File: src/rtl/rp_queue_sequencer.sv
// rp_queue_sequencer: round-robin NVMe queue-pair TLP test sequencer for the root port.
// Define RP_SEQ_CPL_TIMEOUT_EN to add the read-completion timeout counter.
module rp_queue_sequencer #(
  parameter int          NUM_Q       = 2,
  parameter int          Q_DEPTH     = 16,
  parameter logic [63:0] BAR_BASE    = 64'h0000_0010_0000_0004,
  parameter int          DB_STRIDE   = 4,
  parameter int          ITERATIONS  = 4096,
  parameter int          CPL_TIMEOUT = 1024
) (
  input  logic         user_clk,
  input  logic         reset_n,
  input  logic         user_lnk_up,
  output logic         start_config,
  input  logic         finished_config,
  input  logic         failed_config,
  output logic [2:0]   tx_type,
  output logic [7:0]   tx_tag,
  output logic [63:0]  tx_addr,
  output logic [127:0] tx_data,
  output logic [10:0]  tx_length,
  output logic         tx_start,
  input  logic         tx_done,
  output logic         rx_type,
  output logic [7:0]   rx_tag,
  output logic [31:0]  rx_data,
  input  logic         rx_success,
  input  logic         rx_fail,
  input  logic [2:0]   addr_offset,
  input  logic [10:0]  vio_length,
  output logic [3:0]   ctl_state,
  output logic [2:0]   q_idx,
  output logic         test_done,
  output logic [15:0]  pass_count,
  output logic [15:0]  err_count
);
  localparam int QW = $clog2(Q_DEPTH);
  localparam logic [127:0] WR_DATA = 128'h1234_5678_90ab_cdef_1234_5678_90ab_cdef;
  typedef enum logic [3:0] {
    WAIT_CFG = 4'd0, DWR = 4'd1, DWR_W = 4'd2, SQDB = 4'd3, SQDB_W = 4'd4,
    DRD = 4'd5, DRD_W = 4'd6, CPL_W = 4'd7, CQDB = 4'd8, CQDB_W = 4'd9,
    NEXT = 4'd10, ERROR = 4'd11, TESTDONE = 4'd12
  } state_t;
  state_t        state;
  logic          lnk_q, lnk_q2, cfg_fail, issue, data_tlp;
  logic [31:0]   iter, nxt_iter;
  logic [QW-1:0] tail [8];
  logic [QW-1:0] head [8];
  logic [QW-1:0] nt, nh;
  logic [63:0]   tlp_addr;
`ifdef RP_SEQ_CPL_TIMEOUT_EN
  logic [31:0]   tmo;
`endif
  assign ctl_state = state;
  // Doorbells: SQ tail at even slot 2q, CQ head at odd slot 2q+1
  always_comb begin
    data_tlp = state == DWR || state == DRD;
    issue = user_lnk_up && (data_tlp || state == SQDB || state == CQDB);
    nt = tail[q_idx] + QW'(1);
    nh = head[q_idx] + QW'(1);
    nxt_iter = iter + 32'(q_idx == 3'(NUM_Q - 1));
    tlp_addr = data_tlp ? BAR_BASE + {59'd0, addr_offset, 2'b00}
                        : BAR_BASE + 64'h1000 + {60'd0, q_idx, state == CQDB} * 64'(DB_STRIDE);
  end
  always_ff @(posedge user_clk or negedge reset_n) begin
    if (!reset_n) begin
      lnk_q <= 1'b0;
      lnk_q2 <= 1'b0;
      start_config <= 1'b0;
      state <= WAIT_CFG;
      cfg_fail <= 1'b0;
      iter <= '0;
      q_idx <= '0;
      test_done <= 1'b0;
      pass_count <= '0;
      err_count <= '0;
      tx_type <= '0;
      tx_tag <= '0;
      tx_addr <= '0;
      tx_data <= '0;
      tx_length <= '0;
      tx_start <= 1'b0;
      rx_type <= 1'b0;
      rx_tag <= '0;
      rx_data <= '0;
`ifdef RP_SEQ_CPL_TIMEOUT_EN
      tmo <= '0;
`endif
      for (int i = 0; i < 8; i++) begin
        tail[i] <= '0;
        head[i] <= '0;
      end
    end else begin
      lnk_q <= user_lnk_up;
      lnk_q2 <= lnk_q;
      start_config <= lnk_q & ~lnk_q2;
      tx_start <= 1'b0;
      if (issue) begin
        tx_type <= state == DRD ? 3'b000 : 3'b001;
        tx_tag <= tx_tag + 8'd1;
        rx_tag <= tx_tag + 8'd1;
        tx_addr <= tlp_addr;
        tx_data <= state == SQDB ? 128'(nt) : state == CQDB ? 128'(nh) : WR_DATA;
        tx_length <= data_tlp ? vio_length : 11'd1;
        tx_start <= 1'b1;
      end
      if (!user_lnk_up) begin
        state <= WAIT_CFG;
        cfg_fail <= 1'b0;
        iter <= '0;
        q_idx <= '0;
        test_done <= 1'b0;
        pass_count <= '0;
        err_count <= '0;
        for (int i = 0; i < 8; i++) begin
          tail[i] <= '0;
          head[i] <= '0;
        end
      end else begin
        case (state)
          WAIT_CFG: begin
            if (failed_config) begin
              cfg_fail <= 1'b1;
              state <= ERROR;
            end else if (finished_config) state <= DWR;
          end
          DWR: state <= DWR_W;
          DWR_W: if (tx_done) state <= SQDB;
          SQDB: begin
            tail[q_idx] <= nt;
            state <= SQDB_W;
          end
          SQDB_W: if (tx_done) state <= DRD;
          DRD: begin
            rx_type <= 1'b1;
            rx_data <= 32'h1234_5678;
            state <= DRD_W;
          end
          DRD_W: begin
            if (tx_done) state <= CPL_W;
`ifdef RP_SEQ_CPL_TIMEOUT_EN
            tmo <= '0;
`endif
          end
          CPL_W: begin
            if (rx_fail) state <= ERROR;
            else if (rx_success) begin
              pass_count <= pass_count + 16'(pass_count != 16'hFFFF);
              state <= CQDB;
            end
`ifdef RP_SEQ_CPL_TIMEOUT_EN
            else if (tmo == 32'(CPL_TIMEOUT - 1)) state <= ERROR;
            else tmo <= tmo + 32'd1;
`endif
          end
          CQDB: begin
            head[q_idx] <= nh;
            state <= CQDB_W;
          end
          CQDB_W: if (tx_done) state <= NEXT;
          ERROR: begin
            err_count <= err_count + 16'(err_count != 16'hFFFF);
            state <= cfg_fail ? TESTDONE : NEXT;
          end
          NEXT: begin
            q_idx <= q_idx == 3'(NUM_Q - 1) ? 3'd0 : q_idx + 3'd1;
            iter <= nxt_iter;
            test_done <= nxt_iter == 32'(ITERATIONS);
            state <= nxt_iter == 32'(ITERATIONS) ? TESTDONE : DWR;
          end
          default: state <= state;
        endcase
      end
    end
  end
endmodule

File: config.mk
export PLATFORM = sky130hd
export DESIGN_NAME = rp_queue_sequencer
export DESIGN_NICKNAME = d
export VERILOG_FILES = /design/src/rtl/rp_queue_sequencer.sv
export SDC_FILE = /design/constraint.sdc
export NUM_CORES = 1
export LEC_CHECK = 0
export ABC_AREA = 1
export CORE_MARGIN = 1.5
export CORE_UTILIZATION = 50
export CTS_BUF_LIST = sky130_fd_sc_hd__clkbuf_2 sky130_fd_sc_hd__clkbuf_4 sky130_fd_sc_hd__clkbuf_8
export CTS_CLUSTER_DIAMETER = 100
export DETAILED_ROUTE_END_ITERATION = 12
export GPL_TIMING_DRIVEN = 0
export PLACE_DENSITY = 0.81
export SKIP_CTS_REPAIR_TIMING = 1
export SYNTH_ARGS = -nofsm -noshare
export SYNTH_HDL_FRONTEND = slang
export SYNTH_SLANG_ARGS = --single-unit
export TNS_END_PERCENT = 100
File: constraint.sdc
create_clock -name user_clk -period 5.3 [get_ports user_clk]
set_clock_uncertainty 0.2 [all_clocks]
set_input_delay 0.795 -clock user_clk [delete_from_list [all_inputs] [get_ports user_clk]]
set_output_delay 0.795 -clock user_clk [all_outputs]
set_load 0.05 [all_outputs]
After elaboration in Yosys (flattened, before gate mapping). Index checks and enable logic that the tools add are counted.

Flip-flop bits (word level): 357. Output and inout port bits: 297. Logic and storage cells: 137.

Add/sub/neg operators: 9. Magnitude comparators: 2. Equality and inequality tests: 31. Muxes and demuxes: 48. Bitwise gates (word level): 3. Reduce and logical (&&, ||, !) cells: 10.

Operator list (number): 125-bit two-way mux (2); 32-bit two-way mux (6); 16-bit two-way mux (6); 32-bit bitwise mux (2); 4-bit two-way mux (15); 4-bit case mux with 12 select lines (1); 37-bit by 5-bit adder with 38-bit output (first input constant) (1); 37-bit by 6-bit adder with 38-bit output (first input constant) (1); 38-bit two-way mux (1); 16-bit by 1-bit adder with 16-bit output (2); 32-bit by 1-bit adder with 32-bit output (1); 32-bit by 13-bit equality test with 1-bit output (second input constant) (1); 16-bit inequality test (second input constant) (2); 4-bit binary-select mux with 3-bit select (2); 4-bit by 3-bit equality test with 1-bit output (second input constant) (4); 4-bit equality test (second input constant) (4); 2-bit by 1-bit inequality test with 1-bit output (second input constant) (8); 13-bit by 1-bit inequality test with 1-bit output (second input constant) (1); 4-bit demux with 3-bit select (1); 3-bit two-way mux (4); 3-bit inequality test (second input constant) (4); 11-bit two-way mux (1); 4-bit by 1-bit adder with 4-bit output (second input constant) (2); 8-bit by 1-bit adder with 8-bit output (second input constant) (1); other kinds (18) (30).

Longest topological paths before layout.
Word-level depth: 8. Gate-level depth with buffers: 20. Gate-level depth less buffers: 19.

Worst setup path before layout. Ideal clock, no wire load.

Kind: reg-to-reg. Start point: register q_idx[2]. End point: register state[0], in the netlist ctl_state[0]. Library setup time: 0.125 ns. Data arrival time: 2.666 ns. Data required time: 4.975 ns. Path slack: 2.309 ns. Cell stages (with the launch flop): 20. Clock period less this slack: 2.991 ns. Path through: dfrtp_1 > buf_2 > inv_2 > nand2_1 > nor2_1 > ha_1 > ha_1 > inv_1 > nor2_4 > nand2_2 > nor2_4 > nand2_1 > nand2_1 > nand2_1 > nor2_1 > nand2_1 > nor2_2 > nand3_1 > nand2_1 > a21oi_1.

Cells in the longest elaborated chain, start to end: 6.

RTL lines: start: declaration (RTL line 32) `output logic [2:0] q_idx,`; start signal: assignment (RTL line 166) `q_idx <= q_idx == 3'(NUM_Q - 1) ? 3'd0 : q_idx + 3'd1;`; 3-bit by 1-bit equality test with 1-bit output (RTL line 61) `nxt_iter = iter + 32'(q_idx == 3'(NUM_Q - 1));`; 32-bit by 1-bit adder with 32-bit output (RTL line 61); 32-bit by 13-bit equality test with 1-bit output (RTL line 169) `state <= nxt_iter == 32'(ITERATIONS) ? TESTDONE : DWR;`; 4-bit two-way mux (RTL line 169); 4-bit case mux with 12 select lines (RTL line 120) `case (state)`; 4-bit two-way mux (RTL line 107) `if (!user_lnk_up) begin`; end signal: assignment (RTL line 163) `state <= cfg_fail ? TESTDONE : NEXT;`; end signal: assignment (RTL line 169); end signal: assignment (RTL line 171) `default: state <= state;`; end: declaration (RTL line 44) `state_t state;`.

No other way between the ends. A chain may end at the register's enable or synchronous reset.

==> run metrics <==
status complete, no violations; Final Setup Violations 0; Hold Path Class primary input to asynchronous set/reset pin; asr flop ratio synth 100%; FP Rows 53; Peak Freq 0.285 GHz; static leakage 6.51 nW; htree depth 4; layout cells sized above 1 18.7%; Reg2Reg Depth 20; largest family of logic cells by synthesized area buffers and inverters; Final Critical Period 3.50 ns; Sequential Power Share 25.7%; nets@finish 1768; register area share after synthesis 40.1%; final-report max-slew violation count 0; post-synthesis adder-cell area fraction 1.27%; Clock power frac 13.8%; worst r2r dst ctl_state[3]; most common cell after layout, fill and taps aside nand2_1; Switching Share 50.5%; Max Cap Viol 0; clock root buffer clkbuf_8; Synth Area in Simple Gates 21.1%; worst slew pin tran 0.943 ns; Mean Syn Cell Area 7.77 um2; Logic pwr share 60.5%; Filler cells 1777; highest-count cells in the layout ignoring fill and taps nand2_1, buf_4, inv_1; antenna cell count 0; Post-Synth XOR/XNOR Area 1.12%; dominant synthesized flop cell dfrtp_1; Tot Pwr 6.44 mW; Synth warnings 0; Max-slew headroom 37.1%; Seq cells post-synth 174; Layout area overhead 27.9%; pin count of the biggest net entering global routing 115; required time worst endpoint 4.30 ns; hpwl dp 22000 um; Horiz. Die Dim 150 um; clk slew on worst S/H paths 0.10 ns; Compound-Gate Fraction of Synth Area 13.3%; die area 0.0226 mm2; RD Place Congestion 0.969; r2r setup slk 1.89 ns; io pins 319; endpoints failing hold 0; Peak VDD IR 0.000232 V; Max clock buf depth 2; Netlist Area Pre-Place 0.0109 mm2; core area 0.0212 mm2; fin crit share 66.1%; antenna viol nets, final 0; vias in the first global route 9048; CTS tree done; Mapped Cells 1398; Power Density 463 mW/mm2; Internal 3.19 mW; initial DRC count 698; Critical Path Sink Type output port; starting density of the core 51.3%; Final Core Density 65.7%; reg2reg start q_idx[2]; Worst Setup Start Kind flip-flop; DRC violations left 0; crit path DAT 2.51 ns; RSZ-0062 raised after global routing no; Total GRT Usage 25.1%; Clock Latency Late Sink 0.47 ns; initial antenna violation count 0; Avg WL per Cell 14.2 um; grt ovf 0; Pre-Repair DR Iteration Count 6; via/cell ratio 4.92; Crit Path Max Fanout 61; library cells used by synthesis 47; EDFF count, synth 0; Vias 9953; Port Buffers 176; CTS buffer count 17; Switch Pwr 3.25 mW; total wire length 28700 um; Sink Count 174; mux contribution to synthesized area 0%; first-pass GRT wire length 45200 um; WS Path Type flip-flop to output port; Die Ht 150 um
==> critical path, stage by stage, from the launching register on <==
cell and delay [ns]:
dfrtp_2 0.99, buf_4 0.23, clkdlybuf4s50_1 0.80
==> power by group through the flow <==
stage	Clock, mW	Sequential (mW)	Combinational (mW)
floorplan	0	2.07	2.38
global placement	0	1.67	3.89
finish	0.891	1.65	3.89
global route	0.959	1.68	4.06
detailed placement	0	1.68	3.90
CTS	0.896	1.66	3.90
==> layout make-up <==
cell class / instances / area [um2] / share of cell area, %
plain buffers: 249 / 1800 / 12.9
clock buffers: 19 / 262 / 1.88
clock inverters: 12 / 105 / 0.756
inverters: 188 / 706 / 5.08
multi-input cells: 928 / 4530 / 32.6
flip-flops and latches: 174 / 4360 / 31.3
well taps: 275 / 344 / 2.48
repair buffers: 177 / 1790 / 12.9
==> routing by layer <==
layer	track usage, %	share of wire (%)
met5	0	0
met4	9.75	2.3
met3	4.12	8.6
met2	42.4	48
met1	32.3	41
==> cells in the mapped netlist (10+ instances only) <==
cell	number	area [um2]
nand2_1	279	1050
nor3_1	19	95.1
o21ai_1	14	70.1
buf_4	227	1700
clkbuf_1	10	37.5
ha_1	11	138
o22ai_1	76	475
inv_1	176	661
nor2_1	106	398
inv_2	12	45.0
nand3_1	51	255
a22o_1	10	87.6
a21oi_1	29	145
dfrtp_1	174	4350
o21ai_0	88	440
nand4_1	11	68.8
==> through the flow <==
stage | worst slack (ns) | area (um2) | setup TNS (ns) | hold slack [ns] | instances
2_1_floorplan | 2.31 | 11400 | 0 | 0.154 | 1539
3_3_place_gp | -3.89 | 13500 | -675.20 | 0.184 | 1990
3_5_place_dp | 1.87 | 13500 | 0 | 0.185 | 1991
4_1_cts | 1.75 | 13900 | 0 | 0.0461 | 2022
5_1_grt | 1.54 | 13900 | 0 | 0.0584 | 2022
6_report | 1.80 | 13900 | 0 | 0.0383 | 2022
==> kinds of logic after synthesis <==
kind of cell	Yosys count
AOI/OAI and AO/OA	246
xor gates and xnor gates	13
adders and majority gates	11
buffers and inverters	437
DFF	174
other	1
and+or+nand+nor	516
==> flip-flops by register name (all words and copies together), names as in the netlist, 3 cells and up <==
register    cells
pass_count     16
ctl_state       4
tx_addr         7
iter           32
q_idx           3
tail           32
err_count      16
rx_tag          8
tx_length      11
head           32
tx_data         5
==> worst max-delay path by stage <==
stage | to | slack (ns) | depth (start not counted) | from
after global placement | iter[29] | -3.89 | 1 | reset_n
after CTS | tx_data[83] | 1.75 | 2 | tx_data[121]
after detailed placement | tx_data[0] | 1.87 | 9 | user_lnk_up
after floorplan | ctl_state[0] | 2.31 | 19 | q_idx[2]
final | tx_data[81] | 1.80 | 2 | tx_data[121]
after global routing | ctl_state[2] | 1.54 | 20 | q_idx[2]
Note: power is estimated with default switching activity, not from simulation.
